--- config.mk ---
export PLATFORM = sky130hd
export DESIGN_NAME = psum_drain
export DESIGN_NICKNAME = d
export VERILOG_FILES = /design/src/rtl/psum_drain_pkg.sv /design/src/rtl/psum_sync_fifo.sv /design/src/rtl/psum_drain.sv
export SDC_FILE = /design/constraint.sdc
export NUM_CORES = 2
export LEC_CHECK = 0
export CORE_ASPECT_RATIO = 0.75
export CORE_MARGIN = 2
export CORE_UTILIZATION = 25
export DETAILED_ROUTE_END_ITERATION = 10
export GPL_ROUTABILITY_DRIVEN = 1
export REMOVE_ABC_BUFFERS = 1
export SYNTH_ARGS = -nofsm -noshare
export SYNTH_HDL_FRONTEND = slang
export SYNTH_SLANG_ARGS = --single-unit
--- constraint.sdc ---
create_clock -name clk -period 16.3 [get_ports clk]
set_input_delay 2.445 -clock clk [delete_from_list [all_inputs] [get_ports clk]]
set_output_delay 2.445 -clock clk [all_outputs]
set_load 0.01 [all_outputs]
--- src/rtl/psum_drain_pkg.sv ---
// psum_drain_pkg
//   Shared types and defaults for the partial-sum drain block.
//   - state_t       : drain controller states
//   - beat_t        : one beat at the default geometry
//   - reverse_words : word-order reversal within a default-geometry beat
package psum_drain_pkg;

    localparam int C_WIDTH          = 32;
    localparam int C_WORDS_PER_BEAT = 4;

    typedef enum logic [2:0] {
        IDLE,
        SKIP,
        COLLECT,
        DRAIN,
        DONE
    } state_t;

    typedef logic [C_WORDS_PER_BEAT*C_WIDTH-1:0] beat_t;

    // Output word v takes input word C_WORDS_PER_BEAT-1-v.
    function automatic beat_t reverse_words(input beat_t b);
        beat_t r;
        for (int v = 0; v < C_WORDS_PER_BEAT; v++) begin
            r[v*C_WIDTH +: C_WIDTH] = b[(C_WORDS_PER_BEAT-1-v)*C_WIDTH +: C_WIDTH];
        end
        return r;
    endfunction

endpackage

--- src/rtl/psum_sync_fifo.sv ---
// psum_sync_fifo
//   Show-ahead synchronous FIFO. A word pushed at edge t is visible on
//   rd_data with empty=0 right after edge t. Push and pop may coincide,
//   including at full.
//   Ports: clk, rst (sync, active high), push, pop, wr_data,
//          rd_data (zero while empty), full, empty.
module psum_sync_fifo #(
    parameter int WIDTH = 8,
    parameter int DEPTH = 16
) (
    input  logic             clk,
    input  logic             rst,
    input  logic             push,
    input  logic             pop,
    input  logic [WIDTH-1:0] wr_data,
    output logic [WIDTH-1:0] rd_data,
    output logic             full,
    output logic             empty
);

    localparam int AW = $clog2(DEPTH);

    logic [WIDTH-1:0] mem [DEPTH];
    // Extra MSB distinguishes full from empty when the index bits match.
    logic [AW:0]      wr_ptr;
    logic [AW:0]      rd_ptr;
    logic             do_push;
    logic             do_pop;

    assign empty   = (wr_ptr == rd_ptr);
    assign full    = (wr_ptr[AW] != rd_ptr[AW]) && (wr_ptr[AW-1:0] == rd_ptr[AW-1:0]);
    assign do_pop  = pop && !empty;
    assign do_push = push && (!full || do_pop);
    assign rd_data = empty ? '0 : mem[rd_ptr[AW-1:0]];

    // NOTE: storage is deliberately not reset; empty gates rd_data, so stale contents are never visible.
    always_ff @(posedge clk) begin
        if (do_push) begin
            mem[wr_ptr[AW-1:0]] <= wr_data;
        end
    end

    // NOTE: registers use non-blocking assignments so every flop samples pre-edge values.
    always_ff @(posedge clk) begin
        if (rst) begin
            wr_ptr <= '0;
            rd_ptr <= '0;
        end else begin
            if (do_push) wr_ptr <= wr_ptr + 1'b1;
            if (do_pop)  rd_ptr <= rd_ptr + 1'b1;
        end
    end

endmodule

--- src/rtl/psum_drain.sv ---
// psum_drain
//   Collects the systolic array's partial-sum beats: discards cfg_skip
//   warm-up beats, keeps cfg_total beats (optionally word-reversed),
//   buffers them behind a valid/ready port and reports completion.
//   Ports: clk, rst (sync, active high);
//          cfg_start/cfg_skip/cfg_total/cfg_reverse : run configuration;
//          in_data/in_valid                          : array stream, no stall;
//          out_data/out_valid/out_ready/out_last     : buffered output;
//          busy, done, overflow (sticky), beat_count : status.
module psum_drain
    import psum_drain_pkg::*;
#(
    parameter int C_WIDTH        = psum_drain_pkg::C_WIDTH,
    parameter int WORDS_PER_BEAT = C_WORDS_PER_BEAT,
    parameter int FIFO_DEPTH     = 16,
    parameter int CNT_W          = 32
) (
    input  logic                              clk,
    input  logic                              rst,
    input  logic                              cfg_start,
    input  logic [CNT_W-1:0]                  cfg_skip,
    input  logic [CNT_W-1:0]                  cfg_total,
    input  logic                              cfg_reverse,
    input  logic [WORDS_PER_BEAT*C_WIDTH-1:0] in_data,
    input  logic                              in_valid,
    output logic [WORDS_PER_BEAT*C_WIDTH-1:0] out_data,
    output logic                              out_valid,
    input  logic                              out_ready,
    output logic                              out_last,
    output logic                              busy,
    output logic                              done,
    output logic                              overflow,
    output logic [CNT_W-1:0]                  beat_count
);

    localparam int BW = WORDS_PER_BEAT * C_WIDTH;

    state_t           state;
    logic [CNT_W-1:0] skip_left;
    logic [CNT_W-1:0] total_q;
    logic             reverse_q;

    logic [BW-1:0]    rev_data;
    logic [BW-1:0]    wr_beat;
    logic             wr_last;
    logic             push;
    logic             pop;
    logic             room;
    logic             fifo_full;
    logic             fifo_empty;
    logic [BW:0]      rd_word;

    for (genvar v = 0; v < WORDS_PER_BEAT; v++) begin : g_rev
        assign rev_data[v*C_WIDTH +: C_WIDTH] = in_data[(WORDS_PER_BEAT-1-v)*C_WIDTH +: C_WIDTH];
    end

    assign wr_beat   = reverse_q ? rev_data : in_data;
    assign wr_last   = (beat_count == total_q - CNT_W'(1));
    assign out_valid = !fifo_empty;
    assign pop       = out_valid && out_ready;
    // A full FIFO still takes the beat when the head leaves in the same cycle.
    assign room      = !fifo_full || pop;
    assign push      = (state == COLLECT) && in_valid && room;
    assign out_data  = rd_word[BW-1:0];
    assign out_last  = rd_word[BW];

    psum_sync_fifo #(
        .WIDTH (BW + 1),
        .DEPTH (FIFO_DEPTH)
    ) u_fifo (
        .clk     (clk),
        .rst     (rst),
        .push    (push),
        .pop     (pop),
        .wr_data ({wr_last, wr_beat}),
        .rd_data (rd_word),
        .full    (fifo_full),
        .empty   (fifo_empty)
    );

    always_ff @(posedge clk) begin
        if (rst) begin
            state      <= IDLE;
            skip_left  <= '0;
            total_q    <= '0;
            reverse_q  <= 1'b0;
            beat_count <= '0;
            busy       <= 1'b0;
            done       <= 1'b0;
            overflow   <= 1'b0;
        end else begin
            case (state)
                IDLE, DONE: begin
                    if (cfg_start) begin
                        skip_left  <= cfg_skip;
                        total_q    <= cfg_total;
                        reverse_q  <= cfg_reverse;
                        beat_count <= '0;
                        overflow   <= 1'b0;
                        if (cfg_skip != '0) begin
                            state <= SKIP;
                            busy  <= 1'b1;
                            done  <= 1'b0;
                        end else if (cfg_total != '0) begin
                            state <= COLLECT;
                            busy  <= 1'b1;
                            done  <= 1'b0;
                        end else begin
                            state <= DONE;
                            busy  <= 1'b0;
                            done  <= 1'b1;
                        end
                    end
                end
                SKIP: begin
                    if (in_valid) begin
                        skip_left <= skip_left - CNT_W'(1);
                        if (skip_left == CNT_W'(1)) state <= COLLECT;
                    end
                end
                COLLECT: begin
                    if (in_valid) begin
                        // Dropped beats still count so the run always terminates.
                        beat_count <= beat_count + CNT_W'(1);
                        if (!room) overflow <= 1'b1;
                        if (beat_count + CNT_W'(1) == total_q) state <= DRAIN;
                    end
                end
                DRAIN: begin
                    if (fifo_empty) begin
                        state <= DONE;
                        busy  <= 1'b0;
                        done  <= 1'b1;
                    end
                end
                default: state <= IDLE;
            endcase
        end
    end

endmodule

==> impl_metrics.env <==
export IMPL_rsz0062_at_grt="false"
export IMPL_synthMuxAreaShare_pct=18.5
export IMPL_viasPerCell=4.65
export IMPL_dp_hpwl_um=123000
export IMPL_syn_instance_count=4230
export IMPL_min_period_ns=8.02
export IMPL_grt_pass1_vias=44527
export IMPL_rows=187
export IMPL_antenna_found_initial=26
export IMPL_power_density_mw_per_mm2=137
export IMPL_required_ns=13.86
export IMPL_finalSetupViolCount=0
export IMPL_fin_cells=9442
export IMPL_critPathLaunchType="register"
export IMPL_synth_cell_types=63
export IMPL_drtIter0Drc=4766
export IMPL_finClkSkew_ns=0.0961
export IMPL_stdcell_area_mm2=0.103
export IMPL_yosys_area_top_type="edfxtp_1"
export IMPL_relSlewSlack_pct=12.3
export IMPL_clock_latency_ns=0.88
export IMPL_grtUsageTotal_pct=12.5
export IMPL_fin_crit_sh_pct=49.2
export IMPL_ys_ff_latch=2181
export IMPL_synthAdderAreaFrac_pct=0.129
export IMPL_root_buffer="clkbuf_16"
export IMPL_fillers=33354
export IMPL_clk_path_buf_depth=4
export IMPL_fin_hold_ws_ns=0.463
export IMPL_regArea_mm2=0.0643
export IMPL_yosys_warnings=0
export IMPL_rrSetupSlack_ns=10.54
export IMPL_synth_simple_gate_area_share_pct=3.87
export IMPL_p_int_mw=10.5
export IMPL_synth_top_cell_area_share_pct=71.1
export IMPL_finalHoldViolations=0
export IMPL_maxCapViolCount=0
export IMPL_vias=43951
export IMPL_p_clk_share_pct=35.4
export IMPL_power_share_sequential_pct=46.0
export IMPL_multi_input_area_mm2=0.0219
export IMPL_synth_avg_cell_area_um2=20.6
export IMPL_port_buffers=362
export IMPL_p_sw_share_pct=26.0
export IMPL_die_w_um=686
export IMPL_leakagePower_nw=30.3
export IMPL_io_pins=363
export IMPL_core_area_mm2=0.347
export IMPL_htree_levels=4
export IMPL_clock_sink_count=2181
export IMPL_start_util_pct=25.1
export IMPL_placed_cells=9044
export IMPL_die_y_um=515
export IMPL_syn_area_mm2=0.0871
export IMPL_tritoncts="built"
export IMPL_max_freq_mhz=125
export IMPL_ant_nets=0
export IMPL_postSynth_asyncResetShare_pct=0
export IMPL_fin_nets=4843
export IMPL_synthTopCellsByArea="edfxtp_1 (71%), mux4_2 (17%), dfxtp_1 (2.7%), mux2_2 (1.7%), nor2b_1 (1.0%)"
export IMPL_combPwrFrac_pct=18.6
export IMPL_crit_fanout=48
export IMPL_ctsResizeCount=0
export IMPL_irDropWorstVdd_uv=108
export IMPL_arrival_ns=5.58
export IMPL_gp_congestion=0.859
export IMPL_synth_top_family_by_area="multiplexers"
export IMPL_drive_above_1_share_pct=25.0
export IMPL_post_cts_setup_buffer_count=0
export IMPL_cts_hold_buf=0
export IMPL_wl_per_cell_um=24.2
export IMPL_synth_edf_count=2064
export IMPL_worst_slack_ns=8.28
export IMPL_worst_pin_slew_ns=1.31
export IMPL_dieArea_mm2=0.353
export IMPL_path_clk_slew_ns=0.06
export IMPL_utilization_pct=29.9
export IMPL_ys_seq_area_share_pct=73.8
export IMPL_drt_pre_antenna_iters=6
export IMPL_outcome="completed"
export IMPL_place_area_mm2=0.0964
export IMPL_routed_wl_um=229000
export IMPL_grt_max_degree=151
export IMPL_criticalPathCategory="reg -> out"
export IMPL_p_total_mw=14.2
export IMPL_cts_inserted_buffers=220
export IMPL_pre_cts_slack_ns=8.26
export IMPL_grt_pass1_wl_um=325000
export IMPL_tns_ns=0
export IMPL_synth_xor_area_share_pct=0.854
export IMPL_hold_path_class="reg -> reg"
export IMPL_power_switching_mw=3.68
export IMPL_synth_ff_type="edfxtp_1"
export IMPL_synth_compound_area_share_pct=1.63
export IMPL_crit_path_end_kind="primary output"
export IMPL_grt_overflow_total=0
export IMPL_report_final_slew_viol_count=0
export IMPL_area_delta_synth_final_pct=18.7
export IMPL_post_route_drc_count=0
==> worst paths after layout <==
check | start | to | cells past startpoint
setup / recovery | u_fifo.wr_ptr[2]$_SDFFE_PP0P_ | out_data[42] | 8
setup reg to reg | state[1]$_SDFFE_PP0P_ | u_fifo.mem[6][32]$_DFFE_PP_ | 10
hold reg to reg | busy$_SDFFE_PP0P_ | busy$_SDFFE_PP0P_ | 2
hold / removal | busy$_SDFFE_PP0P_ | busy$_SDFFE_PP0P_ | 2
==> state kept, by name, summed over array words and instances, names as in the netlist, named ones only <==
register / count
total_q: 32
u_fifo.wr_ptr: 5
beat_count: 32
u_fifo.mem: 2064
reverse_q: 1
skip_left: 32
u_fifo.rd_ptr: 5
state: 3
overflow: 1
done: 1
busy: 1
==> kinds of logic after synthesis <==
logic type,after synthesis
AOI/OAI and AO/OA,241
buffers and inverters,275
muxes,787
xor gates and xnor gates,85
DFF,2181
adders and majority gates,9
and+or+nand+nor,652
==> cell usage after synthesis (23+ instances only) <==
cell type	number
nand3_1	40
mux4_2	645
buf_1	47
nor4_1	41
clkbuf_1	206
nor2b_1	139
xor2_1	41
nor3_1	41
dfxtp_1	117
nand4_1	25
mux2_2	130
nand2_1	156
xnor2_1	44
a21oi_1	97
nor2_1	123
or3_1	23
o21ai_0	60
edfxtp_1	2064
==> layer usage <==
metal | wire length, um | global-route usage, % | up-vias | part of all wire, %
met3 | 14100 | 2.09 | 315 | 6.2
li1 | - | - | 18349 | -
met4 | 5660 | 3.27 | 0 | 2.5
met5 | 0 | 0 | - | 0
met1 | 95800 | 16.9 | 23726 | 42
met2 | 113000 | 21.0 | 1561 | 49
==> placed cells by master (no fill, tap or decap), types with 71 or more instances in the layout <==
| cell type | synthesis | routed |
|---|---|---|
| a21oi_1 | 97 | 97 |
| buf_4 | 0 | 71 |
| clkbuf_16 | 0 | 221 |
| clkdlybuf4s50_1 | 0 | 361 |
| dfxtp_1 | 117 | 112 |
| edfxtp_1 | 2064 | 2064 |
| mux2_2 | 130 | 130 |
| mux4_2 | 645 | 645 |
| nand2_1 | 156 | 156 |
| nor2_1 | 123 | 110 |
| nor2b_1 | 139 | 138 |
==> layout make-up <==
type / count / share of cell area (%)
antenna: 8 / 0.0193
clock buffer: 257 / 5.48
clock inverter: 133 / 1.35
inverter: 19 / 0.0689
multi-input combinational: 1774 / 21.2
sequential: 2181 / 62.2
tap: 4630 / 5.60
timing repair buffer: 440 / 4.15
==> power groups by stage <==
stage / logic (mW) / registers (mW) / clock network (mW)
after global placement: 2.66 / 6.64 / 0
after floorplan: 2.41 / 6.82 / 0
final: 2.64 / 6.53 / 5.02
after detailed placement: 2.71 / 6.65 / 0
after CTS: 2.72 / 6.53 / 5.15
after global routing: 2.87 / 6.54 / 5.36
==> critical path: stages (launching register included) <==
cell and delay (ns):
dfxtp_1 0.58, xnor2_1 0.22, nand4_1 0.22, nor2b_4 0.70, buf_4 0.66, buf_4 0.72, buf_4 0.65, nor2b_1 0.31
clkdlybuf4s50_1 0.58
(Power assumes the default switching activity.)
